--- src/rtl/controlador_bomba.sv ---
// -----------------------------------------------------------------------------
// controlador_bomba
//
// Game-sequencing controller for the bomb-defusal design. A start press arms
// the bomb and loads the countdown; each enter press is turned into exactly one
// compare request towards the password comparator. Wrong answers are counted
// and cost PENALIDADE seconds each; the controller ends in DESARMADA (defused)
// or EXPLODIDA (exploded) and waits there for a new start.
//
// Parameters:
//   CLK_HZ         clock cycles per countdown second
//   TEMPO_INICIAL  seconds loaded on arm (1..127)
//   MAX_ERROS      wrong attempts that cause explosion (1..3)
//   PENALIDADE     seconds subtracted per wrong attempt (0..127)
//
// Ports:
//   clk            rising-edge clock
//   rst            asynchronous active-high reset
//   start          arm/restart button level (acts on rising edge)
//   enter          submit button level (acts on rising edge)
//   cmp_done       one-cycle pulse, comparator result valid
//   cmp_match      comparator result, sampled only with cmp_done
//   cmp_req        one-cycle compare request to the comparator
//   estado         0 IDLE, 1 ARMADO, 2 VERIFICA, 3 DESARMADA, 4 EXPLODIDA
//   tempo_restante seconds left
//   erros          wrong attempts so far
//   vitoria        high while in DESARMADA
//   explodiu       high while in EXPLODIDA
// -----------------------------------------------------------------------------
module controlador_bomba #(
  parameter int CLK_HZ        = 50_000_000,
  parameter int TEMPO_INICIAL = 60,
  parameter int MAX_ERROS     = 3,
  parameter int PENALIDADE    = 5
) (
  input  logic       clk,
  input  logic       rst,
  input  logic       start,
  input  logic       enter,
  input  logic       cmp_done,
  input  logic       cmp_match,
  output logic       cmp_req,
  output logic [2:0] estado,
  output logic [6:0] tempo_restante,
  output logic [1:0] erros,
  output logic       vitoria,
  output logic       explodiu
);

  typedef enum logic [2:0] {
    IDLE      = 3'd0,
    ARMADO    = 3'd1,
    VERIFICA  = 3'd2,
    DESARMADA = 3'd3,
    EXPLODIDA = 3'd4
  } estado_t;

  localparam int            PW      = (CLK_HZ > 1) ? $clog2(CLK_HZ) : 1;
  localparam logic [PW-1:0] PRE_MAX = PW'(CLK_HZ - 1);
  localparam logic [6:0]    T_INI   = 7'(TEMPO_INICIAL);
  localparam logic [7:0]    PEN     = 8'(PENALIDADE);
  localparam logic [2:0]    ERR_MAX = 3'(MAX_ERROS);

  // State registers
  estado_t       estado_q;
  logic [PW-1:0] prescaler_q;
  logic          start_q;
  logic          enter_q;

  // Next-state values
  estado_t       estado_nxt;
  logic [PW-1:0] prescaler_nxt;
  logic [6:0]    tempo_nxt;
  logic [1:0]    erros_nxt;
  logic          cmp_req_nxt;

  // Combinational helpers
  logic       start_edge;
  logic       enter_edge;
  logic       counting;
  logic       tick;
  logic [6:0] tempo_tick;
  logic [6:0] tempo_pen;
  logic [2:0] erros_inc;

  assign start_edge = start & ~start_q;
  assign enter_edge = enter & ~enter_q;
  assign counting   = (estado_q == ARMADO) || (estado_q == VERIFICA);
  assign tick       = counting && (prescaler_q == PRE_MAX);

  // Value of the timer after this cycle's tick (never below zero).
  assign tempo_tick = (tick && (tempo_restante != 7'd0)) ? tempo_restante - 7'd1
                                                         : tempo_restante;

  // Penalty computed one bit wider so the saturation test cannot wrap.
  assign tempo_pen  = ({1'b0, tempo_tick} <= PEN) ? 7'd0
                                                  : 7'({1'b0, tempo_tick} - PEN);

  assign erros_inc  = {1'b0, erros} + 3'd1;

  // NOTE: every output of this block gets a default before any branch, so no
  // path can leave a signal unassigned and infer a latch.
  always_comb begin
    estado_nxt    = estado_q;
    tempo_nxt     = tempo_restante;
    erros_nxt     = erros;
    cmp_req_nxt   = 1'b0;
    prescaler_nxt = '0;

    if (counting) begin
      prescaler_nxt = tick ? '0 : prescaler_q + PW'(1);
    end

    unique case (estado_q)
      IDLE: begin
        if (start_edge) begin
          estado_nxt    = ARMADO;
          tempo_nxt     = T_INI;
          erros_nxt     = 2'd0;
          prescaler_nxt = '0;
        end
      end

      ARMADO: begin
        tempo_nxt = tempo_tick;
        // Reaching zero on a tick beats a simultaneous enter press.
        if (tick && (tempo_tick == 7'd0)) begin
          estado_nxt = EXPLODIDA;
        end else if (enter_edge) begin
          estado_nxt  = VERIFICA;
          cmp_req_nxt = 1'b1;
        end
      end

      VERIFICA: begin
        tempo_nxt = tempo_tick;
        if (cmp_done) begin
          if (cmp_match) begin
            // A correct answer wins even against a tick reaching zero; the
            // displayed time freezes at its pre-tick value.
            estado_nxt = DESARMADA;
            tempo_nxt  = tempo_restante;
          end else begin
            erros_nxt = erros_inc[1:0];
            if (erros_inc == ERR_MAX) begin
              estado_nxt = EXPLODIDA;
            end else begin
              tempo_nxt  = tempo_pen;
              estado_nxt = (tempo_pen == 7'd0) ? EXPLODIDA : ARMADO;
            end
          end
        end else if (tick && (tempo_tick == 7'd0)) begin
          estado_nxt = EXPLODIDA;
        end
      end

      DESARMADA, EXPLODIDA: begin
        if (start_edge) begin
          estado_nxt    = ARMADO;
          tempo_nxt     = T_INI;
          erros_nxt     = 2'd0;
          prescaler_nxt = '0;
        end
      end

      default: begin
        estado_nxt = IDLE;
      end
    endcase
  end

  // NOTE: state is updated with non-blocking assignments so every register
  // samples the pre-edge values, independent of statement order.
  always_ff @(posedge clk or posedge rst) begin
    if (rst) begin
      estado_q       <= IDLE;
      prescaler_q    <= '0;
      tempo_restante <= T_INI;
      erros          <= 2'd0;
      cmp_req        <= 1'b0;
      vitoria        <= 1'b0;
      explodiu       <= 1'b0;
      // Edge detectors come out of reset "high" so a button held through
      // reset does not register as a press.
      start_q        <= 1'b1;
      enter_q        <= 1'b1;
    end else begin
      estado_q       <= estado_nxt;
      prescaler_q    <= prescaler_nxt;
      tempo_restante <= tempo_nxt;
      erros          <= erros_nxt;
      cmp_req        <= cmp_req_nxt;
      vitoria        <= (estado_nxt == DESARMADA);
      explodiu       <= (estado_nxt == EXPLODIDA);
      start_q        <= start;
      enter_q        <= enter;
    end
  end

  assign estado = estado_q;

endmodule

--- config.mk ---
export PLATFORM = sky130hd
export DESIGN_NAME = controlador_bomba
export DESIGN_NICKNAME = d
export VERILOG_FILES = /design/src/rtl/controlador_bomba.sv
export SDC_FILE = /design/constraint.sdc
export NUM_CORES = 1
export LEC_CHECK = 0
export BUFFER_PORTS_ARGS = -buffer_cell sky130_fd_sc_hd__buf_2
export CAP_MARGIN = 20
export CORE_ASPECT_RATIO = 0.5
export CORE_MARGIN = 2
export CORE_UTILIZATION = 60
export CTS_BUF_LIST = sky130_fd_sc_hd__clkbuf_4 sky130_fd_sc_hd__clkbuf_8 sky130_fd_sc_hd__clkbuf_16
export CTS_CLUSTER_DIAMETER = 120
export CTS_CLUSTER_SIZE = 24
export DETAILED_ROUTE_END_ITERATION = 8
export HOLD_SLACK_MARGIN = 0.03
export MAX_ROUTING_LAYER = met4
export PLACE_DENSITY = 0.92
export SLEW_MARGIN = 20
export SYNTH_ARGS = -nofsm -noshare
export SYNTH_HDL_FRONTEND = slang
export SYNTH_SLANG_ARGS = --single-unit
--- constraint.sdc ---
create_clock -name clk -period 3.7 [get_ports clk]
set_input_delay 0.74 -clock clk [delete_from_list [all_inputs] [get_ports clk]]
set_output_delay 0.74 -clock clk [all_outputs]
set_load 0.1 [all_outputs]
==> summary.md <==
| Metric | Value |
|---|---|
| RSZ-0062 raised after global routing | no |
| Pwr dens | 774 nW/µm² |
| Slowest CP cell | dfrtp_2 |
| Area contributors post-synth | dfrtp_1 (33%), nor2_1 (7.1%), dfstp_2 (5.7%) |
| Leading area contributor after synthesis | dfrtp_1 |
| Post-place setup slack | 0.266 ns |
| Routed len/inst | 16.4 µm |
| Synth-to-layout area growth | 10.9% |
| Mean Syn Cell Area | 8.50 µm² |
| Worst endpoint required time | 3.94 ns |
| Critical path arrival | 3.66 ns |
| Nets | 361 |
| First-pass GRT wire length | 11.2 mm |
| Antenna-violating nets left | 0 |
| Critical Path Max Stage Delay | 0.49 ns |
| LEAKAGE | 1.29 nW |
| Setup Fix Bufs, Post-CTS | 0 |
| Critical Path End Type | flop |
| Largest net degree at the start of global routing | 28 |
| Slew headroom | 49.0% |
| Ports | 21 |
| Max Cap Violations | 0 |
| Status | completed |
| Worst Setup Start Kind | flop |
| Achievable frequency | 292 MHz |
| Number of synthesized flops with an enable pin | 0 |
| Drt first pass iters | 5 |
| Net Count, Synth | 339 |
| Total number of vias | 2,503 |
| Worst Max-Slew Pin Slew | 0.763 ns |
| Most frequent cells in the layout | nor2_1 (53), dfrtp_1 (36), nand2_1 (35) |
| GRT overflow | 0 |
| Total Die Area | 5240 µm² |
| RD Place Congestion | 0.990 |
| Final Slew Violations | 0 |
| Max clock buf depth | 2 |
| H-Tree Depth | 2 |
| Skew-Pair Late Insertion Delay | 0.30 ns |
| CTS Buf Count | 5 |
| CTS Sinks | 43 |
| Worst path most repeated cell | inv_1 |
| Non-Filler Instances | 408 |
| Core ar. | 4420 µm² |
| Die Wd | 100 µm |
| Post-DP HPWL | 4.89 mm |
| Row count | 17 |
| Peak VDD IR | 0.340 mV |
| Post-cts sizing count | 0 |
| Initial antenna violation count | 0 |
| Most common cell after layout, fill and taps aside | nor2_1 |
| CTS clock-pin slew for the worst setup and hold paths | 0.09 ns |
| Ratio of cells with drive above 1 in the final layout | 17.7% |
| Cell count after placement | 400 |
| Setup Viol. Count Final | 0 |
| CTS tree | done |
| Tcrit/Tclk final | 92.6% |
| Area share of the largest cell type after synthesis | 33.2% |
| Ys flop type | dfrtp_1 |
| Seq/Total Area, Yosys | 38.9% |
| Post-route DRC | 0 |
| Vias in the first global route | 2,424 |
| Starting density of the core | 63.0% |
| Min Tclk post-route | 3.43 ns |
| WHS | 0.493 ns |
| Yosys warning total | 0 |
| Port bufs | 20 |
| Final worst setup slack | 0.273 ns |
| Crit-path cells | inv_1, ha_2, or3b_1, or3_1, nand4_1, xnor2_1, ha_1, inv_1, a2111oi_4, nor3_1, o32a_1 |
| Initial DRC count | 229 |
| Clock skew | 0.00534 ns |
| Ys async rst share | 100% |
| Number of vias per cell | 6.13 |
| Synth Cell Area | 2790 µm² |
| Diode count | 0 |
| Hold_buf cts | 0 |
| Crit-path max FO | 11 |
| Die height | 52.2 µm |
| Yosys cell types | 58 |
| Final hold vios | 0 |
| Clk root buf | clkbuf_8 |
| Synth Register Bits | 43 |
| GRT Total Usage | 28.5% |
| Cells after synthesis | 328 |
| Hold WC Path Type | reg2reg |
| WL final | 6.68 mm |
| TNS Setup | 0 ns |
| Worst Path Class, Setup | reg2reg |
[kinds of logic (layout without fill, tap and decap cells)]
family,count (synthesis),in the layout,share of synthesized area [%]
AO/OA/AOI/OAI,62,62,16.3
XOR/XNOR,29,29,9.11
adder cells (fa/ha/maj),5,5,2.24
buffers and inverters,27,50,3.72
flip-flops,43,43,38.9
multiplexers,2,2,1.21
AND/OR/NAND/NOR,160,160,28.6
[report_power, final]
group | leakage (nW) | switching, mW | internal, mW
clock network | 0.0618 | 0.178 | 0.222
logic | 0.657 | 0.980 | 0.353
registers | 0.568 | 0.104 | 0.557
[worst max-delay path, delay by kind of cell (launching register included)]
kind | cells | cell delay (ns)
AO/OA/AOI/OAI | 2 | 0.85
XOR/XNOR | 1 | 0.18
flip-flops | 1 | 0.49
AND/OR/NAND/NOR | 4 | 1.15
buffers and inverters | 2 | 0.23
adder cells (fa/ha/maj) | 2 | 0.46
[layout make-up]
type                            instances  area (µm²)
Timing Repair Buffer                   28         160
Tap cell                               57        71.3
Multi-Input combinational cell        258        1600
Inverter                               14        52.6
Clock inverter                          2        38.8
Clock buffer                            6        82.6
Fill cell                             350        1330
Sequential cell                        43        1080
[registers in the layout (all words and copies together) (netlist names)]
register	flops
explodiu	1
enter_q	1
tempo_restante	7
cmp_req	1
vitoria	1
estado	3
start_q	1
erros	2
prescaler_q	26
[metrics by stage]
stage                     instance area (µm²)  power (mW)  util (%)
final                                    3090        2.39      69.9
after global routing                     3090        2.53      69.9
after CTS                                3090        2.38      69.9
after detailed placement                 2970        1.98      67.1
after global placement                   2970        1.96      67.1
after floorplan                          2790        1.73         -
[synth_stat cells, types with 4 or more instances]
library cell / instances
nor2_1: 53
dfrtp_1: 37
nand2_1: 35
xor2_1: 16
o21ai_0: 15
inv_1: 14
a21oi_1: 13
xnor2_1: 13
nand3_1: 12
clkbuf_1: 11
nor3_1: 8
and3_1: 7
nand4_1: 7
dfstp_2: 6
ha_1: 5
nand2b_1: 5
or3_1: 5
nor2b_1: 4
or2_2: 4
[per-layer routing]
metal | share of wire (%) | track usage, % | vias to the layer above
li1 | - | - | 1191
met2 | 46 | 45.9 | 124
met3 | 7.5 | 5.73 | 15
met5 | 0 | - | -
met4 | 1.5 | 7.99 | 0
met1 | 45 | 37.4 | 1173
[worst paths after layout]
path                                   start                 to  slack, ns  cells after the start
setup / recovery           tempo_restante[0]  tempo_restante[2]       0.27                     11
hold / removal                prescaler_q[0]     prescaler_q[0]       0.49                      1
setup reg to reg           tempo_restante[0]  tempo_restante[2]       0.27                     11
hold reg to reg               prescaler_q[0]     prescaler_q[0]       0.49                      1
max in group asynchronous                rst    prescaler_q[25]       2.42                      3
min in group asynchronous                rst           erros[1]       0.51                      2
Power figures use the tool's default switching activity.
